[config.mk]
export PLATFORM = sky130hd
export DESIGN_NAME = prefetch_unit
export DESIGN_NICKNAME = d
export VERILOG_FILES = /design/src/rtl/agc_pkg.sv /design/src/rtl/prefetch_queue.sv /design/src/rtl/prefetch_unit.sv
export SDC_FILE = /design/constraint.sdc
export NUM_CORES = 1
export LEC_CHECK = 0
export BUFFER_PORTS_ARGS = -buffer_cell sky130_fd_sc_hd__buf_2
export CORE_AREA = 4 4 87 150
export CTS_CLUSTER_DIAMETER = 40
export DETAILED_ROUTE_END_ITERATION = 16
export DIE_AREA = 0 0 91 154
export PLACE_DENSITY = 0.72
export SLEW_MARGIN = 25
export SYNTH_ARGS = -nofsm -noshare
export SYNTH_HDL_FRONTEND = slang
export SYNTH_SLANG_ARGS = --single-unit
[constraint.sdc]
create_clock -name clock -period 6 [get_ports clock]
set_clock_uncertainty 0.05 [all_clocks]
set_input_delay 0.6 -clock clock [delete_from_list [all_inputs] [get_ports clock]]
set_output_delay 0.6 -clock clock [all_outputs]
set_load 0.03 [all_outputs]
[src/rtl/agc_pkg.sv]
// Shared constants and types for the AGC pipeline core front end.
package agc_pkg;

   parameter int AGC_WORD_W = 15;
   parameter int AGC_ADDR_W = 15;
   parameter logic [AGC_ADDR_W-1:0] AGC_RESET_PC = 15'o4000;

   // One fetched instruction tagged with the address it was read from.
   typedef struct packed {
      logic [AGC_ADDR_W-1:0] pc;
      logic [AGC_WORD_W-1:0] instr;
   } fetch_entry_t;

endpackage

[src/rtl/prefetch_queue.sv]
// Circular buffer of fetch entries: push at the tail, pop at the head,
// flush empties it in one cycle. DEPTH must be a power of two so the
// pointers wrap naturally. The head output reads as zero while empty.
module prefetch_queue
   import agc_pkg::*;
#(
   parameter int  DEPTH   = 4,
   parameter type entry_t = fetch_entry_t
) (
   input  logic                         clock,
   input  logic                         rst_l,
   input  logic                         i_push,
   input  entry_t                       i_data,
   input  logic                         i_pop,
   input  logic                         i_flush,
   output entry_t                       o_head,
   output logic [$clog2(DEPTH+1)-1:0]   o_count,
   output logic                         o_full,
   output logic                         o_empty
);

   localparam int PTR_W = $clog2(DEPTH);
   localparam int CNT_W = $clog2(DEPTH+1);

   entry_t             r_mem [DEPTH];
   logic [PTR_W-1:0]   r_rd_ptr;
   logic [PTR_W-1:0]   r_wr_ptr;
   logic [CNT_W-1:0]   r_count;
   logic               w_do_push;
   logic               w_do_pop;

   assign o_empty   = (r_count == '0);
   assign o_full    = (r_count == CNT_W'(DEPTH));
   assign o_count   = r_count;
   assign w_do_pop  = i_pop && !o_empty;
   // A full queue can still accept a word when the head leaves the same cycle.
   assign w_do_push = i_push && (!o_full || w_do_pop);
   assign o_head    = o_empty ? '0 : r_mem[r_rd_ptr];

   // Pointer and count bookkeeping; flush wins over push and pop.
   always_ff @(posedge clock or negedge rst_l) begin
      if (!rst_l) begin
         r_rd_ptr <= '0;
         r_wr_ptr <= '0;
         r_count  <= '0;
      end else if (i_flush) begin
         r_rd_ptr <= '0;
         r_wr_ptr <= '0;
         r_count  <= '0;
      end else begin
         if (w_do_push) r_wr_ptr <= r_wr_ptr + PTR_W'(1);
         if (w_do_pop)  r_rd_ptr <= r_rd_ptr + PTR_W'(1);
         case ({w_do_push, w_do_pop})
            2'b10:   r_count <= r_count + CNT_W'(1);
            2'b01:   r_count <= r_count - CNT_W'(1);
            default: r_count <= r_count;
         endcase
      end
   end

   // Entry storage; contents are only meaningful between head and tail.
   always_ff @(posedge clock) begin
      if (w_do_push && !i_flush) r_mem[r_wr_ptr] <= i_data;
   end

endmodule

[src/rtl/prefetch_unit.sv]
// Instruction-fetch front end: sequential ROM reads from a fetch PC,
// in-flight tracking across ROM_LAT cycles, and a PC-tagged queue drained
// by decode (valid/ready). A redirect flushes the queue and kills fetches
// in flight.
//
// Handshakes: instr is transferred on a cycle where instr_valid and
// deq_ready are both high; instr_valid never depends on deq_ready.
//
// Optional feature macro: PREFETCH_BYPASS_EN. When defined, a return that
// arrives while the queue is empty is presented to decode combinationally
// and skips the queue if decode takes it that cycle.
module prefetch_unit
   import agc_pkg::*;
#(
   parameter int                WORD_W   = AGC_WORD_W,
   parameter int                ADDR_W   = AGC_ADDR_W,
   parameter logic [ADDR_W-1:0] RESET_PC = ADDR_W'(AGC_RESET_PC),
   parameter int                DEPTH    = 4,
   parameter int                ROM_LAT  = 1
) (
   input  logic                         clock,
   input  logic                         rst_l,
   output logic                         rom_req,
   output logic [ADDR_W-1:0]            rom_addr,
   input  logic [WORD_W-1:0]            rom_data,
   input  logic                         redirect,
   input  logic [ADDR_W-1:0]            redirect_pc,
   output logic                         instr_valid,
   output logic [WORD_W-1:0]            instr,
   output logic [ADDR_W-1:0]            instr_pc,
   input  logic                         deq_ready,
   output logic [$clog2(DEPTH+1)-1:0]   occupancy
);

   localparam int CNT_W = $clog2(DEPTH+1);
   localparam int SUM_W = $clog2(DEPTH+ROM_LAT+1);

   typedef struct packed {
      logic [ADDR_W-1:0] pc;
      logic [WORD_W-1:0] instr;
   } entry_t;

   logic [ADDR_W-1:0]   r_fetch_pc;
   logic                r_run;
   logic [ROM_LAT-1:0]  r_if_valid;
   logic [ADDR_W-1:0]   r_if_pc [ROM_LAT];

   logic [SUM_W-1:0]    w_if_count;
   logic [SUM_W-1:0]    w_used;
   logic                w_issue;
   logic                w_ret;
   logic                w_push;
   logic                w_pop;
   entry_t              w_push_data;
   entry_t              w_head;
   logic [CNT_W-1:0]    w_q_count;
   logic                w_q_full;
   logic                w_q_empty;

   // Number of reads issued whose data has not yet come back.
   always_comb begin
      w_if_count = '0;
      for (int i = 0; i < ROM_LAT; i++) begin
         w_if_count = w_if_count + SUM_W'(r_if_valid[i]);
      end
   end

   // Credits come from registered state only: a dequeue this cycle frees
   // a slot next cycle, which keeps every outstanding return guaranteed a slot.
   assign w_used   = SUM_W'(w_q_count) + w_if_count;
   assign w_issue  = r_run && !redirect && !w_q_full && (w_used < SUM_W'(DEPTH));
   assign rom_req  = w_issue;
   assign rom_addr = r_fetch_pc;

   // r_run holds off issue until the first edge after reset is released.
   always_ff @(posedge clock or negedge rst_l) begin
      if (!rst_l) r_run <= 1'b0;
      else        r_run <= 1'b1;
   end

   // Fetch PC: redirect target takes priority, otherwise advance on issue.
   always_ff @(posedge clock or negedge rst_l) begin
      if (!rst_l)        r_fetch_pc <= RESET_PC;
      else if (redirect) r_fetch_pc <= redirect_pc;
      else if (w_issue)  r_fetch_pc <= r_fetch_pc + ADDR_W'(1);
   end

   // In-flight shift register; redirect kills every outstanding read.
   always_ff @(posedge clock or negedge rst_l) begin
      if (!rst_l) begin
         r_if_valid <= '0;
         for (int i = 0; i < ROM_LAT; i++) r_if_pc[i] <= '0;
      end else begin
         r_if_valid[0] <= w_issue;
         r_if_pc[0]    <= r_fetch_pc;
         for (int i = 1; i < ROM_LAT; i++) begin
            r_if_valid[i] <= r_if_valid[i-1];
            r_if_pc[i]    <= r_if_pc[i-1];
         end
         if (redirect) r_if_valid <= '0;
      end
   end

   // A return in the redirect cycle belongs to the old stream and is dropped.
   assign w_ret             = r_if_valid[ROM_LAT-1] && !redirect;
   assign w_push_data.pc    = r_if_pc[ROM_LAT-1];
   assign w_push_data.instr = rom_data;

`ifdef PREFETCH_BYPASS_EN
   logic w_byp;
   assign w_byp       = w_q_empty && w_ret;
   assign w_push      = w_ret && !(w_byp && deq_ready);
   assign instr_valid = !w_q_empty || w_byp;
   assign instr       = w_byp ? rom_data : w_head.instr;
   assign instr_pc    = w_byp ? r_if_pc[ROM_LAT-1] : w_head.pc;
`else
   assign w_push      = w_ret;
   assign instr_valid = !w_q_empty;
   assign instr       = w_head.instr;
   assign instr_pc    = w_head.pc;
`endif

   // Only a stored head is popped; a bypassed word never entered the queue.
   assign w_pop     = instr_valid && deq_ready && !w_q_empty;
   assign occupancy = w_q_count;

   prefetch_queue #(
      .DEPTH   (DEPTH),
      .entry_t (entry_t)
   ) u_queue (
      .clock   (clock),
      .rst_l   (rst_l),
      .i_push  (w_push),
      .i_data  (w_push_data),
      .i_pop   (w_pop),
      .i_flush (redirect),
      .o_head  (w_head),
      .o_count (w_q_count),
      .o_full  (w_q_full),
      .o_empty (w_q_empty)
   );

endmodule
==> out/qor.txt, run 1 <==
Layout Nets = 492
Synth area leader = edfxtp_1
Routed vias/inst = 5.60
Ports = 84
Internal power = 0.00233 W
Top cells by area, synth = edfxtp_1 (57%), dfrtp_1 (15%), mux4_2 (11%), and2_1 (3.4%), a31oi_1 (1.2%)
Final GP Congestion = 0.838
CTS root buffer = clkbuf_16
CTS tree = built
Maxcap violations = 0
PortBufs = 83
# clock sinks = 159
Grt ovf = 0
Mean Syn Cell Area = 17.3 um^2
Die outline height = 154 um
Status = finished clean
Multi-input gate area = 1670 um^2
R2r startpoint = u_queue.o_count[0]
Pwr dens = 452 nW/um^2
Synthesized area = 6360 um^2
Number of H-tree levels = 4
Max Freq = 347 MHz
CP Class = flop to output pin
Row cnt = 53
Switch share = 31.2%
Share of cells above drive strength 1 = 32.7%
Total GRT Usage = 17.2%
Layout area overhead = 18.0%
Gate count after technology mapping = 367
Yosys top cell area share = 56.7%
Main synth FF type = edfxtp_1
Latest clock arrival within the worst-skew pair = 410 ps
Inserted Diodes = 0
Final hold slack = 252 ps
Yosys warning count = 0
Final HPWL DP = 7.22 mm
Die area = 14000 um^2
Crit Path Max Fanout = 32
Resize count post-CTS = 0
Hold Vio Cnt, Final = 0
Sequential-to-total area share from yosys stat = 72.1%
Detail Route Antenna Nets = 0
Synthesized flop and latch total = 159
Clock network power share = 33.0%
Vias after detailed routing = 3369
Worst endpoint required time = 5350 ps
DRC Markers = 0
Worst vdd ir = 0.437 mV
CTS Hold Bufs = 0
R2r worst-path depth = 6
Critical Path AT = 2230 ps
Routed WL = 11.2 mm
Slew HR = 37.0%
Startpoint Class = flop
Starting density of the core = 53.3%
Total CTS buffers = 17
Post-CTS Setup Bufs = 0
Clock Pin Slew Worst Setup and Hold Paths = 60 ps
Seq. cell area = 4580 um^2
Critical Path Sink Type = output pin
RSZ-0062 raised after global routing = false
Max-slew violations = 0
DRT Pass-1 Iters = 4
Period Utilization, post-route = 48.1%
DIE WIDTH = 91 um
Vias in the first global route = 3525
Syn_nets = 407
Minimum clock period = 2880 ps
Global-route wire length before repair = 18.3 mm
Comb pwr share = 26.2%
Pin count of the biggest net entering global routing = 40
Sequential power share = 40.7%
Worst-Margin Slew = 944 ps
Number of synthesized flops with an enable pin = 120
Setup_tns = 0 ps
Final Power = 0.00339 W
Worst R2R End = u_queue.o_count[2]
Leakage power = 2.77 nW
Bufs on Longest Clock Path = 2
HP Class = input pin to asynchronous set/reset pin
Switching Power = 0.00106 W
Final setup viols = 0
Flop-to-flop setup slack = 3580 ps
Core area = 11900 um^2
Fillers = 882
Initial antenna violation count = 0
Ys async rst share = 24.5%
Yosys cell types = 43
1st-iter DRT viols = 165
Routed length per placed instance = 18.6 um
==> per-layer routing <==
| layer | track usage, % | wire, um | vias to the layer above |
|---|---|---|---|
| li1 | - | - | 1599 |
| met1 | 19.7 | 4330 | 1664 |
| met2 | 30.9 | 6240 | 91 |
| met3 | 3.96 | 476 | 15 |
| met4 | 7.12 | 176 | 0 |
| met5 | 0 | 0 | - |
==> worst max-delay path by stage <==
| stage | end | start | slack (ps) |
|---|---|---|---|
| after CTS | instr_pc[9] | u_queue.r_rd_ptr[0] | 3030 |
| after global placement | u_queue.r_mem[2][1] | redirect | 3060 |
| final | instr_pc[9] | u_queue.r_rd_ptr[0] | 3120 |
| after detailed placement | u_queue.r_mem[1][12] | redirect | 2990 |
| after floorplan | u_queue.o_count[2] | u_queue.o_count[2] | 3550 |
| after global routing | instr_pc[9] | u_queue.r_rd_ptr[0] | 2980 |
==> metrics by stage <==
step	utilization, %	cell area [um^2]	cells	worst slack [ps]
2_1_floorplan	-	6360	367	3550
3_3_place_gp	57.6	6870	570	3060
3_5_place_dp	57.6	6870	570	2990
4_1_cts	62.8	7500	602	3030
5_1_grt	62.8	7500	602	2980
6_report	62.8	7500	602	3120
==> cell usage in the layout, fill, tap and decap left out, types with 2 or more instances in the layout <==
| cell type | instances |
|---|---|
| and2_2 | 4 |
| nor2b_1 | 4 |
| o21ai_0 | 3 |
| clkbuf_16 | 17 |
| clkinv_1 | 2 |
| edfxtp_1 | 120 |
| nand3_1 | 9 |
| or3_1 | 2 |
| dfrtp_1 | 37 |
| and3_1 | 3 |
| a31oi_1 | 12 |
| mux4_2 | 30 |
| xor2_1 | 2 |
| clkinv_2 | 5 |
| bufinv_16 | 5 |
| nor2_1 | 19 |
| o311ai_0 | 2 |
| inv_1 | 6 |
| mux2i_1 | 2 |
| buf_2 | 83 |
| nand4_1 | 4 |
| nor4_1 | 2 |
| clkbuf_1 | 2 |
| o31ai_1 | 10 |
| and2_1 | 31 |
| nand2_1 | 13 |
| or4_1 | 8 |
| o31a_1 | 2 |
| and4_1 | 2 |
| mux2_1 | 2 |
| ha_1 | 5 |
==> synth_stat cells (all sizes together) (2+ instances only) <==
master	n
edfxtp	120
dfrtp	38
and2	35
mux4	30
nor2	19
nand2	13
a31oi	12
o31ai	10
buf	9
clkbuf	9
nand3	9
or4	8
inv	6
ha	5
nand4	4
nor2b	4
and3	3
o21ai	3
xor2	3
a21oi	2
and4	2
mux2	2
mux2i	2
nor4	2
o311ai	2
o31a	2
or3	2
==> cell families after synthesis <==
group	after synthesis	share of synthesized area, %
flops	159	72.1
simple gates	105	9.17
mux	34	11.3
compound gates	33	3.66
buf+inv	25	1.79
fa+ha+maj	6	1.30
xor+xnor	4	0.669
other cells	1	0.0590
==> registers in the layout (all words and copies together), names as in the netlist <==
signal	count
u_queue.r_mem	120
r_if_pc	15
rom_addr	15
u_queue.o_count	3
u_queue.r_rd_ptr	2
u_queue.r_wr_ptr	2
r_if_valid	1
r_run	1
==> power groups by stage <==
stage          registers (W)  clock network [W]  logic (W)
2_1_floorplan        0.00136                  0   0.000710
3_3_place_gp         0.00140                  0   0.000896
3_5_place_dp         0.00141                  0   0.000902
4_1_cts              0.00139            0.00114   0.000908
5_1_grt              0.00140            0.00120   0.000958
6_report             0.00138            0.00112   0.000889
==> critical path, stage by stage (launching register included) <==
cell and delay, ps:
dfrtp_4 840, mux4_2 630, and2_1 180, buf_2 170
==> cell type report <==
class	instances	share of cell area, %
Inverter	7	0.350
Sequential cell	159	61.1
Clock inverter	13	2.60
Multi-Input combinational cell	183	22.2
Timing Repair Buffer	84	5.64
Tap cell	137	2.29
Clock buffer	19	5.77
Power figures use the tool's default switching activity.
==> run 2: changes to the inputs <==
--- a/config.mk
+++ b/config.mk
@@ -6,10 +6,10 @@
 export NUM_CORES = 1
 export LEC_CHECK = 0
 export BUFFER_PORTS_ARGS = -buffer_cell sky130_fd_sc_hd__buf_2
-export CORE_AREA = 4 4 87 150
+export CORE_AREA = 4 4 89 154
 export CTS_CLUSTER_DIAMETER = 40
 export DETAILED_ROUTE_END_ITERATION = 16
-export DIE_AREA = 0 0 91 154
+export DIE_AREA = 0 0 93 158
 export PLACE_DENSITY = 0.72
 export SLEW_MARGIN = 25
 export SYNTH_ARGS = -nofsm -noshare
==> constraint.sdc (replaced) <==
create_clock -name clock -period 2.35 [get_ports clock]
set_clock_uncertainty 0.05 [all_clocks]
set_input_delay 0.235 -clock clock [delete_from_list [all_inputs] [get_ports clock]]
set_output_delay 0.235 -clock clock [all_outputs]
set_load 0.03 [all_outputs]
==> run 2 against run 1 <==
  * Critical path depth is 1 higher
  * Die area is 4.9% higher
  * Sequential cell count stayed put
  * Total power grew to 2.6 times the previous value
  * Register-to-register slack worse by 3400 ps
  * Final cell count is 10% higher
  * Worst hold slack worse by 240 ps
  * Non-clock buffer count is 32 higher
  * Clock-buffer cell count stayed put
  * Combinational power grew to 2.9 times the previous value
  * Critical path type unchanged
  * Largest cell class unchanged
  * Highest routed layer unchanged
==> out/qor.txt, run 2 (same netlist as run 1, synthesis figures left out) <==
Routed WL = 12.0 mm (+6.7%)
Minimum clock period = 2270 ps
DRC Markers = 0 (unchanged)
PortBufs = 83 (unchanged)
Pwr dens = 1110 nW/um^2 (+150%)
Share of cells above drive strength 1 = 33.4% (+0.71 points)
Largest register FFs = 120 (unchanged)
Commonest cells after routing, fill and taps aside = edfxtp_1 (120), buf_2 (83), dfrtp_1 (37), and2_1 (35), mux4_2 (30)
Vias in the first global route = 3699 (+4.9%)
Worst vdd ir = 0.692 mV (+58%)
DRT Pass-1 Iters = 5 (+1)
Inserted Diodes = 0 (unchanged)
Maxcap violations = 0 (unchanged)
Ports = 84 (unchanged)
Clock Pin Slew Worst Setup and Hold Paths = 60 ps (about the same)
Routed met3 length = 466 um (-2.1%)
Initial antenna violation count = 0 (unchanged)
1st-iter DRT viols = 204 (+24%)
Routed vias/inst = 5.34 (-4.6%)
Layout Nets = 524 (+6.5%)
Slew HR = 40.8% (+3.8 points)
DIE WIDTH = 93 um (+2.2%)
DR top layer = met4
Final HPWL DP = 7.60 mm (+5.3%)
Worst-Margin Slew = 888 ps (-56.2 ps)
Number of H-tree levels = 4 (unchanged)
Starting density of the core = 51.1% (-2.1 points)
CTS root buffer = clkbuf_16
Die outline height = 158 um (+2.6%)
Latest clock arrival within the worst-skew pair = 410 ps (about the same)
Vias after detailed routing = 3549 (+5.3%)
Final Power = 0.00873 W (+160%)
Total CTS buffers = 17 (unchanged)
Total GRT Usage = 17.5% (+0.23 points)
Crit Path Max Fanout = 15 (-53%)
Max-slew violations = 0 (unchanged)
Setup_tns = 0 ps (unchanged)
Multi-input gate area = 1680 um^2 (+0.75%)
Critical Path Sink Type = output pin
Post-CTS Setup Bufs = 0 (unchanged)
Core area = 12400 um^2 (+4.2%)
Largest Register = u_queue.r_mem
RSZ-0062 raised after global routing = false
Layout area overhead = 23.2%
Final GP Congestion = 0.824 (-1.6%)
Fillers = 926 (+5.0%)
Critical Path AT = 1980 ps (-250 ps)
Detail Route Antenna Nets = 0 (unchanged)
CTS tree = built
Leakage power = 2.90 nW (+4.4%)
Pin count of the biggest net entering global routing = 40 (unchanged)
HP Class = input pin to flop
Met2 routed WL = 6.67 mm (+6.9%)
Die area = 14700 um^2 (+4.9%)
Worst Setup SP = u_queue.r_rd_ptr[0]
Grt ovf = 0 (unchanged)
Routed length on met1 = 4.61 mm (+6.4%)
Routed length per placed instance = 18.0 um (-3.4%)
# clock sinks = 159 (unchanged)
Worst endpoint required time = 2070 ps (-3280 ps)
Seq. cell area = 4580 um^2 (about the same)
Period Utilization, post-route = 96.6%
Global-route wire length before repair = 19.2 mm (+5.0%)
Bufs on Longest Clock Path = 2 (unchanged)
Commonest non-fill, non-tap cell in the layout = edfxtp_1
Startpoint Class = flop
Status = finished clean
Final setup viols = 0 (unchanged)
R2r startpoint = u_queue.o_count[2]
Hold Vio Cnt, Final = 0 (unchanged)
Max Freq = 441 MHz
Row cnt = 54 (+1.9%)
CP Class = flop to output pin
Min-Delay Startpoint = redirect_pc[3]
run 2: cell count changes in the layout (fill, tap and decap cells not counted), moves of 2 or more:
cell,before,now
dlygate4sd3_1,0,17
buf_4,1,14
and2_1,31,35
and2_2,4,0
clkinv_2,5,1
clkinvlp_4,1,4
bufinv_16,5,3
inv_6,0,2
run 2: through the flow:
step	hold WS (ps)	util (%)	std cells	setup slack (ps)	instance area [um^2]
3_3_place_gp	335	56.5	615	305	7030
5_1_grt	19.4	63.0	665	0.748	7830
4_1_cts	0.859	62.7	664	25.7	7800
2_1_floorplan	-111	-	367	4.27	6360
3_5_place_dp	348	56.5	615	253	7030
6_report	15.9	63.0	665	80.4	7830
run 2: worst max-delay path: stages (launching register included):
cell and delay [ps]:
dfrtp_2 470, buf_12 210, mux4_2 510, and2_1 200
buf_2 180
run 2: timing repair:
action / in CTS / in global routing
setup endpoints to repair: 22 / 7
hold buffers: 17 / 0
resized for setup: 1 / 1
cloned: 0 / 1
pin swaps: 0 / 0
endpoints found under the hold margin: 99 / 0
run 2: layer usage:
| layer | up-vias | GRT usage, % |
|---|---|---|
| met5 | - | 0 |
| met4 | 0 | 6.36 |
| met3 | 16 | 4.42 |
| met2 | 102 | 31.2 |
| met1 | 1770 | 20.2 |
| li1 | 1661 | - |
run 2: cell type report:
cell class / instances / area share, %
clock inverters: 13 / 2.09
inverters: 7 / 0.336
well taps: 168 / 2.68
clock buffers: 19 / 5.53
flip-flops and latches: 159 / 58.5
multi-input cells: 183 / 21.5
repair buffers: 116 / 9.39
run 2: path summary, 6_finish.rpt:
check / depth (start not counted) / end / slack [ps]
worst max-delay path: 4 / instr_pc[12] / 80
worst min-delay path: 3 / rom_addr[3] / 20
worst max register to register: 4 / u_queue.r_mem[3][25] / 220
worst min register to register: 0 / r_if_pc[11] / 390
max in group asynchronous: 2 / u_queue.r_rd_ptr[0] / 1200
min in group asynchronous: 2 / rom_addr[3] / 430
run 2: power breakdown:
part | switching, W | internal, W
registers | 0.000186 | 0.00322
logic | 0.00159 | 0.00103
clock network | 0.00103 | 0.00167
total | 0.00281 | 0.00592
